===== config.mk =====
export PLATFORM = sky130hd
export DESIGN_NAME = branch_npc
export DESIGN_NICKNAME = d
export VERILOG_FILES = /design/src/rtl/branch_npc.sv
export SDC_FILE = /design/constraint.sdc
export NUM_CORES = 1
export LEC_CHECK = 0
export CAP_MARGIN = 15
export CELL_PAD_IN_SITES_DETAIL_PLACEMENT = 1
export CELL_PAD_IN_SITES_GLOBAL_PLACEMENT = 2
export CORE_MARGIN = 2
export CORE_UTILIZATION = 25
export DETAILED_ROUTE_END_ITERATION = 6
export DONT_BUFFER_PORTS = 1
export PLACE_DENSITY = 0.65
export SLEW_MARGIN = 20
export SYNTH_ARGS = -nofsm -noshare
export SYNTH_HDL_FRONTEND = slang
export SYNTH_SLANG_ARGS = --single-unit
export TNS_END_PERCENT = 1

===== constraint.sdc =====
create_clock -name clk -period 3.5 [get_ports clk]
set_input_delay 0.525 -clock clk [delete_from_list [all_inputs] [get_ports clk]]
set_output_delay 0.525 -clock clk [all_outputs]
set_load 0.02 [all_outputs]

===== src/rtl/branch_npc.sv =====
// branch_npc: next-fetch-PC generator with delay-slot redirect, a RUN/PEND
// handshake against instruction memory, a sticky jr alignment flag and
// conditional-branch statistics counters.
module branch_npc #(
  parameter logic [31:0] RESET_PC = 32'h0000_3000
) (
  input  logic        clk,
  input  logic        reset,
  input  logic        Stall,
  input  logic        IMemReady,
  input  logic        D_Valid,
  input  logic [1:0]  D_NPCOp,
  input  logic        BranchComp,
  input  logic [31:0] D_PC,
  input  logic [25:0] D_Imm26,
  input  logic [31:0] D_RegA,
  output logic [31:0] F_PC,
  output logic        Pending,
  output logic        AlignErr,
  output logic [31:0] BranchCnt,
  output logic [31:0] TakenCnt
);

  typedef enum logic {RUN = 1'b0, PEND = 1'b1} state_t;

  state_t             r_state;
  logic [31:0]        r_pend_tgt;

  logic               w_resolve;
  logic               w_take;
  logic               w_is_br;
  logic [31:0]        w_seq_pc;
  logic [31:0]        w_dpc4;
  logic signed [31:0] w_br_off;
  logic [31:0]        w_target;

  // A D instruction resolves once, in the cycle it is valid and not stalled;
  // the delay slot is already at F_PC, so a redirect replaces F_PC+4.
  assign w_resolve = D_Valid && !Stall;
  assign w_is_br   = (D_NPCOp == 2'b01);
  assign w_take    = w_resolve && (D_NPCOp[1] || (w_is_br && BranchComp));
  assign w_seq_pc  = F_PC + 32'd4;
  assign w_dpc4    = D_PC + 32'd4;
  assign w_br_off  = {{14{D_Imm26[15]}}, D_Imm26[15:0], 2'b00};

  // Redirect target selected by the D instruction's next-PC operation
  always_comb begin
    w_target = w_seq_pc;
    case (D_NPCOp)
      2'b01:   w_target = w_dpc4 + $unsigned(w_br_off);
      2'b10:   w_target = {w_dpc4[31:28], D_Imm26, 2'b00};
      2'b11:   w_target = {D_RegA[31:2], 2'b00};
      default: w_target = w_seq_pc;
    endcase
  end

  // Fetch-PC FSM: a redirect that memory cannot accept yet is parked in PEND
  always_ff @(posedge clk) begin
    if (reset) begin
      F_PC       <= RESET_PC;
      r_state    <= RUN;
      Pending    <= 1'b0;
      r_pend_tgt <= 32'd0;
    end else begin
      case (r_state)
        RUN: begin
          if (!Stall && IMemReady) begin
            F_PC <= w_take ? w_target : w_seq_pc;
          end else if (w_take) begin
            r_pend_tgt <= w_target;
            r_state    <= PEND;
            Pending    <= 1'b1;
          end
        end
        PEND: begin
          if (!Stall && IMemReady) begin
            F_PC    <= r_pend_tgt;
            r_state <= RUN;
            Pending <= 1'b0;
          end
        end
      endcase
    end
  end

  // Branch statistics and sticky jr misalignment flag, independent of memory
  always_ff @(posedge clk) begin
    if (reset) begin
      BranchCnt <= 32'd0;
      TakenCnt  <= 32'd0;
      AlignErr  <= 1'b0;
    end else begin
      if (w_resolve && w_is_br) begin
        BranchCnt <= BranchCnt + 32'd1;
        if (BranchComp) TakenCnt <= TakenCnt + 32'd1;
      end
      if (w_resolve && (D_NPCOp == 2'b11) && (D_RegA[1:0] != 2'b00))
        AlignErr <= 1'b1;
    end
  end

endmodule


==> impl_results.md, run 1 <==
* Largest area contributor in the synthesized netlist: dfxtp_1
* Hold WC Path Type: in2reg
* Netlist cell types at 72
* CORE AREA at 36300 um2
* Post-Place Cell Area at 10300 um2
* HPWL after DPL at 25.2 mm
* Initial core utilization at 0.252
* R2R cell count at 11
* Layout Cells excl Fill at 1709
* Clock Root Buffer: clkbuf_16
* Dpl cells at 1676
* Placer Congestion at 0.784
* GRT overflow at 0
* Port Buffer Count at 0
* Top_reg_cell synth: dfxtp_1
* Mapped Cells at 1159
* TNS Setup at 0 ns
* Worst R2R End: F_PC[26]
* Vias in the first global route at 8998
* Synth area leaders: dfxtp_1 (29%), xnor2_1 (6.0%), xor2_1 (5.9%)
* Worst Tran Pin Value at 1.11 ns
* Worst Setup SP: D_PC[2]
* Final hold slack at 0.177 ns
* First-pass GRT wire length at 51.8 mm
* Share of the synthesized area in the top cell type at 0.287
* Crit path largest cell delay at 0.46 ns
* Final non-filler cell area at 11000 um2
* Vias post-DR at 8747
* Crit path cell chain: ha_1, nand4_1, nor3_2, buf_4, nand4_1, xnor2_2, ha_1, and2_1, nand3_1, a211o_1, a22o_1, a21oi_1, buf_4, xor2_1, mux4_2, a21oi_1, nor3_1
* GRT Overall Usage at 0.174
* R2R Setup Slk at 0.69 ns
* DR iter-0 viols at 270
* Antenna Nets Post-Route at 0
* DRT Pass-1 Iters at 4
* Synth Cell Area at 9140 um2
* Max Freq at 302 MHz
* CP Capture Type: flip-flop
* Final setup fails at 0
* Slew HR at 0.257
* Worst-Skew Late Latency at 0.43 ns
* Clock sinks at 131
* CP max FO at 6
* Fin crit period at 3.32 ns
* Fin. Hold Viols at 0
* Cts hold-fix bufs at 0
* Fin crit share at 0.947
* RR Startpoint: F_PC[2]
* CP top delay family: simple AND/OR/NAND/NOR gates
* Startpoint Class: primary input
* Data required, critical path at 3.82 ns
* Yosys warning count at 0
* Crit path buffers/inverters at 2
* Wirelength per Cell at 19.6 um
* FF+latch count, synth at 131
* Sequential area share after synthesis at 0.287
* Worst hold endpoint: TakenCnt[5]
* Mapped Avg Cell Area at 7.89 um2
* Post-CTS Setup Inserts at 0
* Largest net degree at the start of global routing at 126
* Die height at 195 um
* Clock tree buffer depth at 2
* Kind of critical path: in2reg
* Async set-reset flop share out of synthesis at 0
* Initial antenna violation count at 1
* Final WS setup at 0.185 ns
* MaxCap Viol Count at 0
* DRC Markers at 0
* NumNets Final at 1364
* Post-Route Utilization at 0.303
* CTS tree: built
* Via-to-Cell Ratio at 5.12
* Clk slew on worst S/H paths at 0.07 ns
* Post-synth top cells: nand2_1 (142), dfxtp_1 (131), nor2_1 (131)
* Hold path start: reset
* Layout cell share with drive strength beyond 1 at 0.153
* Slowest CP cell: mux4_2
* Status: finished clean
* Post-Syn Nets at 1296
* P&R area growth vs syn at 20.3%
* Die W at 195 um
* Cts bufs inserted at 17
* Pre-CTS WS at -0.389 ns
* Pins Over Slew Limit at 0
* H-tree levels at 4
* # IOs at 196
* Worst vdd ir at 0.000334 V
* Most frequent cell after synthesis: nand2_1
* Tot Pwr at 4.24 mW
* CP Data Arrival Time at 3.63 ns
* Hold Path Cell Cnt at 1
* EDFF count, synth at 0
* RSZ-0062 raised after global routing: yes
* Static Leak at 4.09 nW
* FP Rows at 70
* WL final at 33.5 mm
* Layout Skew at 0.0106 ns
* Full die area at 38100 um2
* Pwr/cell area at 385 nW/um2
-- state kept, by name, indices dropped and copies added (netlist names) --
| name | cells |
|---|---|
| Pending | 1 |
| BranchCnt | 32 |
| AlignErr | 1 |
| F_PC | 32 |
| TakenCnt | 32 |
| r_state | 1 |
| r_pend_tgt | 32 |
-- cell usage in the layout (no fill, tap or decap), types with 41 or more instances in the layout --
| cell | synthesis | routed |
|---|---|---|
| nand4_1 | 41 | 41 |
| a21oi_1 | 88 | 84 |
| nand3_1 | 47 | 47 |
| buf_4 | 1 | 109 |
| nor2_1 | 131 | 129 |
| nand2_1 | 142 | 142 |
| o21ai_0 | 42 | 42 |
| dfxtp_1 | 131 | 131 |
| xnor2_1 | 63 | 60 |
| xor2_1 | 62 | 62 |
-- layout make-up --
type / instances / area (um2)
multi-input combinational: 943 / 6290
clock buffer: 18 / 439
fill: 4360 / 25400
clock inverter: 14 / 144
antenna: 1 / 2.50
timing repair buffer: 109 / 818
sequential: 131 / 2620
inverter: 25 / 93.8
tap: 468 / 586
-- worst max-delay path by stage --
stage	endpoint	slack, ns	depth (start not counted)
after global placement	r_pend_tgt[31]	-0.29	17
after floorplan	F_PC[29]	0.003	15
after detailed placement	r_pend_tgt[31]	-0.39	17
after CTS	r_pend_tgt[31]	0.07	17
after global routing	r_pend_tgt[29]	-0.07	18
final	F_PC[26]	0.18	17
-- kinds of logic (layout without fill, tap and decap cells) --
| logic type | Yosys count | in the layout | synth area share |
|---|---|---|---|
| and+or+nand+nor | 484 | 484 | 0.261 |
| DFF | 131 | 131 | 0.287 |
| adders and majority gates | 39 | 39 | 0.0542 |
| other | 0 | 1 | 0 |
| buffers and inverters | 85 | 166 | 0.0361 |
| xor gates and xnor gates | 125 | 125 | 0.120 |
| muxes | 40 | 40 | 0.0620 |
| AOI/OAI and AO/OA | 255 | 255 | 0.180 |
-- routing by layer --
layer,global-route usage,share of wire,up-vias,routed length (um)
met4,0.0461,0.014,0,479
met5,0,0,-,0
met2,0.286,0.46,197,15400
met3,0.0468,0.061,30,2050
li1,-,-,4291,-
met1,0.223,0.46,4229,15500
-- power by group --
| group | switching [mW] | total, mW | leakage [nW] | internal (mW) |
|---|---|---|---|---|
| Sequential | 0.0583 | 1.59 | 1.06 | 1.53 |
| Combinational | 0.461 | 0.857 | 2.74 | 0.396 |
| Clock | 0.776 | 1.79 | 0.285 | 1.02 |
| Total | 1.29 | 4.24 | 4.09 | 2.94 |
-- repair_timing --
| item | CTS | global route |
|---|---|---|
| resized for setup | 0 | 16 |
| endpoints found under the setup margin | 0 | 10 |
| endpoints found under the hold margin | 0 | 0 |
Power figures use the tool's default switching activity.
==> run 2, diff against run 1 <==
CORE_MARGIN = 4   (was 2)
==> impl_results.md, run 2 (synthesized netlist as in run 1, its figures left out) <==
* Crit path largest cell delay at 0.42 ns
* GRT Overall Usage at 0.166
* Via-to-Cell Ratio at 5.12
* Vias in the first global route at 9140
* Met2 Use GR at 0.268
* Slew HR at 0.344
* RR Startpoint: TakenCnt[0]
* Pins Over Slew Limit at 0
* Tot Pwr at 4.36 mW
* Die W at 199 um
* Commonest non-fill, non-tap cell in the layout: nand2_1
* Worst Setup SP: D_PC[2]
* WL final at 33.4 mm
* Vias post-DR at 8795
* First-pass GRT wire length at 52.3 mm
* Largest net degree at the start of global routing at 126
* DRC Markers at 0
* Clock share of power at 0.438
* Comb power frac at 0.198
* Crit path cell chain: ha_1, nand4_1, nor3_2, buf_4, nand2_1, xnor2_1, ha_1, a21oi_1, o21ai_1, a221o_1, a221oi_4, a2111oi_4, mux2i_1, a211oi_2, nand2_1, a311oi_1
* Startpoint Class: primary input
* Power Internal at 3.12 mW
* Met1 Resource Use GR at 0.221
* CP Capture Type: flip-flop
* GRT overflow at 0
* HPWL after DPL at 25.5 mm
* Clock Root Buffer: clkbuf_16
* Fin crit period at 3.29 ns
* Port Buffer Count at 0
* Final hold slack at 0.173 ns
* Cts hold-fix bufs at 0
* Pwr/cell area at 393 nW/um2
* Worst-Skew Late Latency at 0.43 ns
* CP top delay family: compound AO/OA/AOI/OAI gates
* P&R area growth vs syn at 21.4%
* Hold path start: reset
* Slowest CP cell: a221o_1
* CTS tree: built
* Initial antenna violation count at 5
* Kind of critical path: in2reg
* Worst vdd ir at 0.000340 V
* Fin. Hold Viols at 0
* Post-Place Cell Area at 10400 um2
* CP Data Arrival Time at 3.62 ns
* Clock sinks at 131
* Antenna Nets Post-Route at 0
* Die height at 199 um
* Initial core utilization at 0.255
* Clk slew on worst S/H paths at 0.06 ns
* NumNets Final at 1378
* DR iter-0 viols at 317
* Final WS setup at 0.210 ns
* Placer Congestion at 0.803
* Max Freq at 304 MHz
* Worst Tran Pin Value at 0.980 ns
* Switching share of power at 0.285
* Busiest grt layer: met2
* Data required, critical path at 3.83 ns
* Layout Skew at 0.0146 ns
* Cts bufs inserted at 17
* TNS Setup at 0 ns
* Pre-CTS WS at -0.357 ns
* FP Rows at 69
* Final non-filler cell area at 11100 um2
* CP max FO at 6
* Static Leak at 4.16 nW
* RSZ-0062 raised after global routing: yes
* Hold WC Path Type: in2reg
* Full die area at 39700 um2
* Fin crit share at 0.940
* H-tree levels at 4
* # IOs at 196
* Wirelength per Cell at 19.4 um
* Clock tree buffer depth at 2
* Crit path buffers/inverters at 1
* Sequential Power Share at 0.363
* Most frequent cells in the layout: nand2_1 (142), dfxtp_1 (131), nor2_1 (130)
* Net switching power at 1.24 mW
* MaxCap Viol Count at 0
* CORE AREA at 35800 um2
* Status: finished clean
* DRT Pass-1 Iters at 4
* Final setup fails at 0
* Grt met3 use at 0.0501
* Layout cell share with drive strength beyond 1 at 0.158
## run 2: cell count changes in the layout (fill, tap and decap cells not counted), moves of 2 or more
cell	delta
clkinv_4	-5
clkbuf_8	+2
xnor2_2	-2
inv_8	-2
bufinv_16	+2
xnor2_1	+2
clkinv_2	+2
buf_4	+14
## run 2: layer usage
metal  vias to the layer above  part of all wire
met2                       182              0.45
li1                       4332                 -
met5                         -            0.0016
met3                        27             0.069
met4                        10             0.010
met1                      4244              0.47
## run 2: final timing paths
| check | to | slack (ns) | cells past startpoint |
|---|---|---|---|
| setup / recovery | F_PC[29] | 0.21 | 16 |
| hold / removal | TakenCnt[30] | 0.17 | 1 |
| setup reg to reg | TakenCnt[26] | 0.68 | 8 |
| hold reg to reg | r_pend_tgt[18] | 0.45 | 2 |
## run 2: stage by stage
step / util / std cells
after floorplan: - / 1159
after CTS: 0.308 / 1715
after global placement: 0.291 / 1683
after global routing: 0.310 / 1715
after detailed placement: 0.291 / 1683
final: 0.310 / 1717
## run 2: power by group through the flow
stage          Combinational [mW]  Sequential, mW  Clock (mW)
6_report                    0.865            1.58        1.91
5_1_grt                     0.957            1.59        2.04
4_1_cts                     0.857            1.59        1.97
3_5_place_dp                0.853            1.62           0
3_3_place_gp                0.841            1.62           0
2_1_floorplan               0.546            1.62           0
## run 2: what timing repair did
item                                    4_1_cts  5_1_grt
endpoints found under the setup margin        0       10
buffers inserted                              0        0
gates resized for setup                       0       12
## run 2: worst reg2reg max path, stage by stage (launching register included)
cell,delay (ns)
dfxtp_1,0.55
ha_1,0.24
nand4_1,0.32
nor3_2,0.37
inv_2,0.07
nor3_2,0.27
nand4_1,0.32
or3_1,0.44
a21oi_1,0.16
## run 2: final cells by class
class / instances / area (um2)
Antenna cell: 2 / 5.00
Multi-Input combinational cell: 943 / 6260
Timing Repair Buffer: 123 / 923
Fill cell: 4310 / 24700
Inverter: 25 / 93.8
Tap cell: 461 / 577
Clock buffer: 21 / 470
Sequential cell: 131 / 2620
Clock inverter: 11 / 148
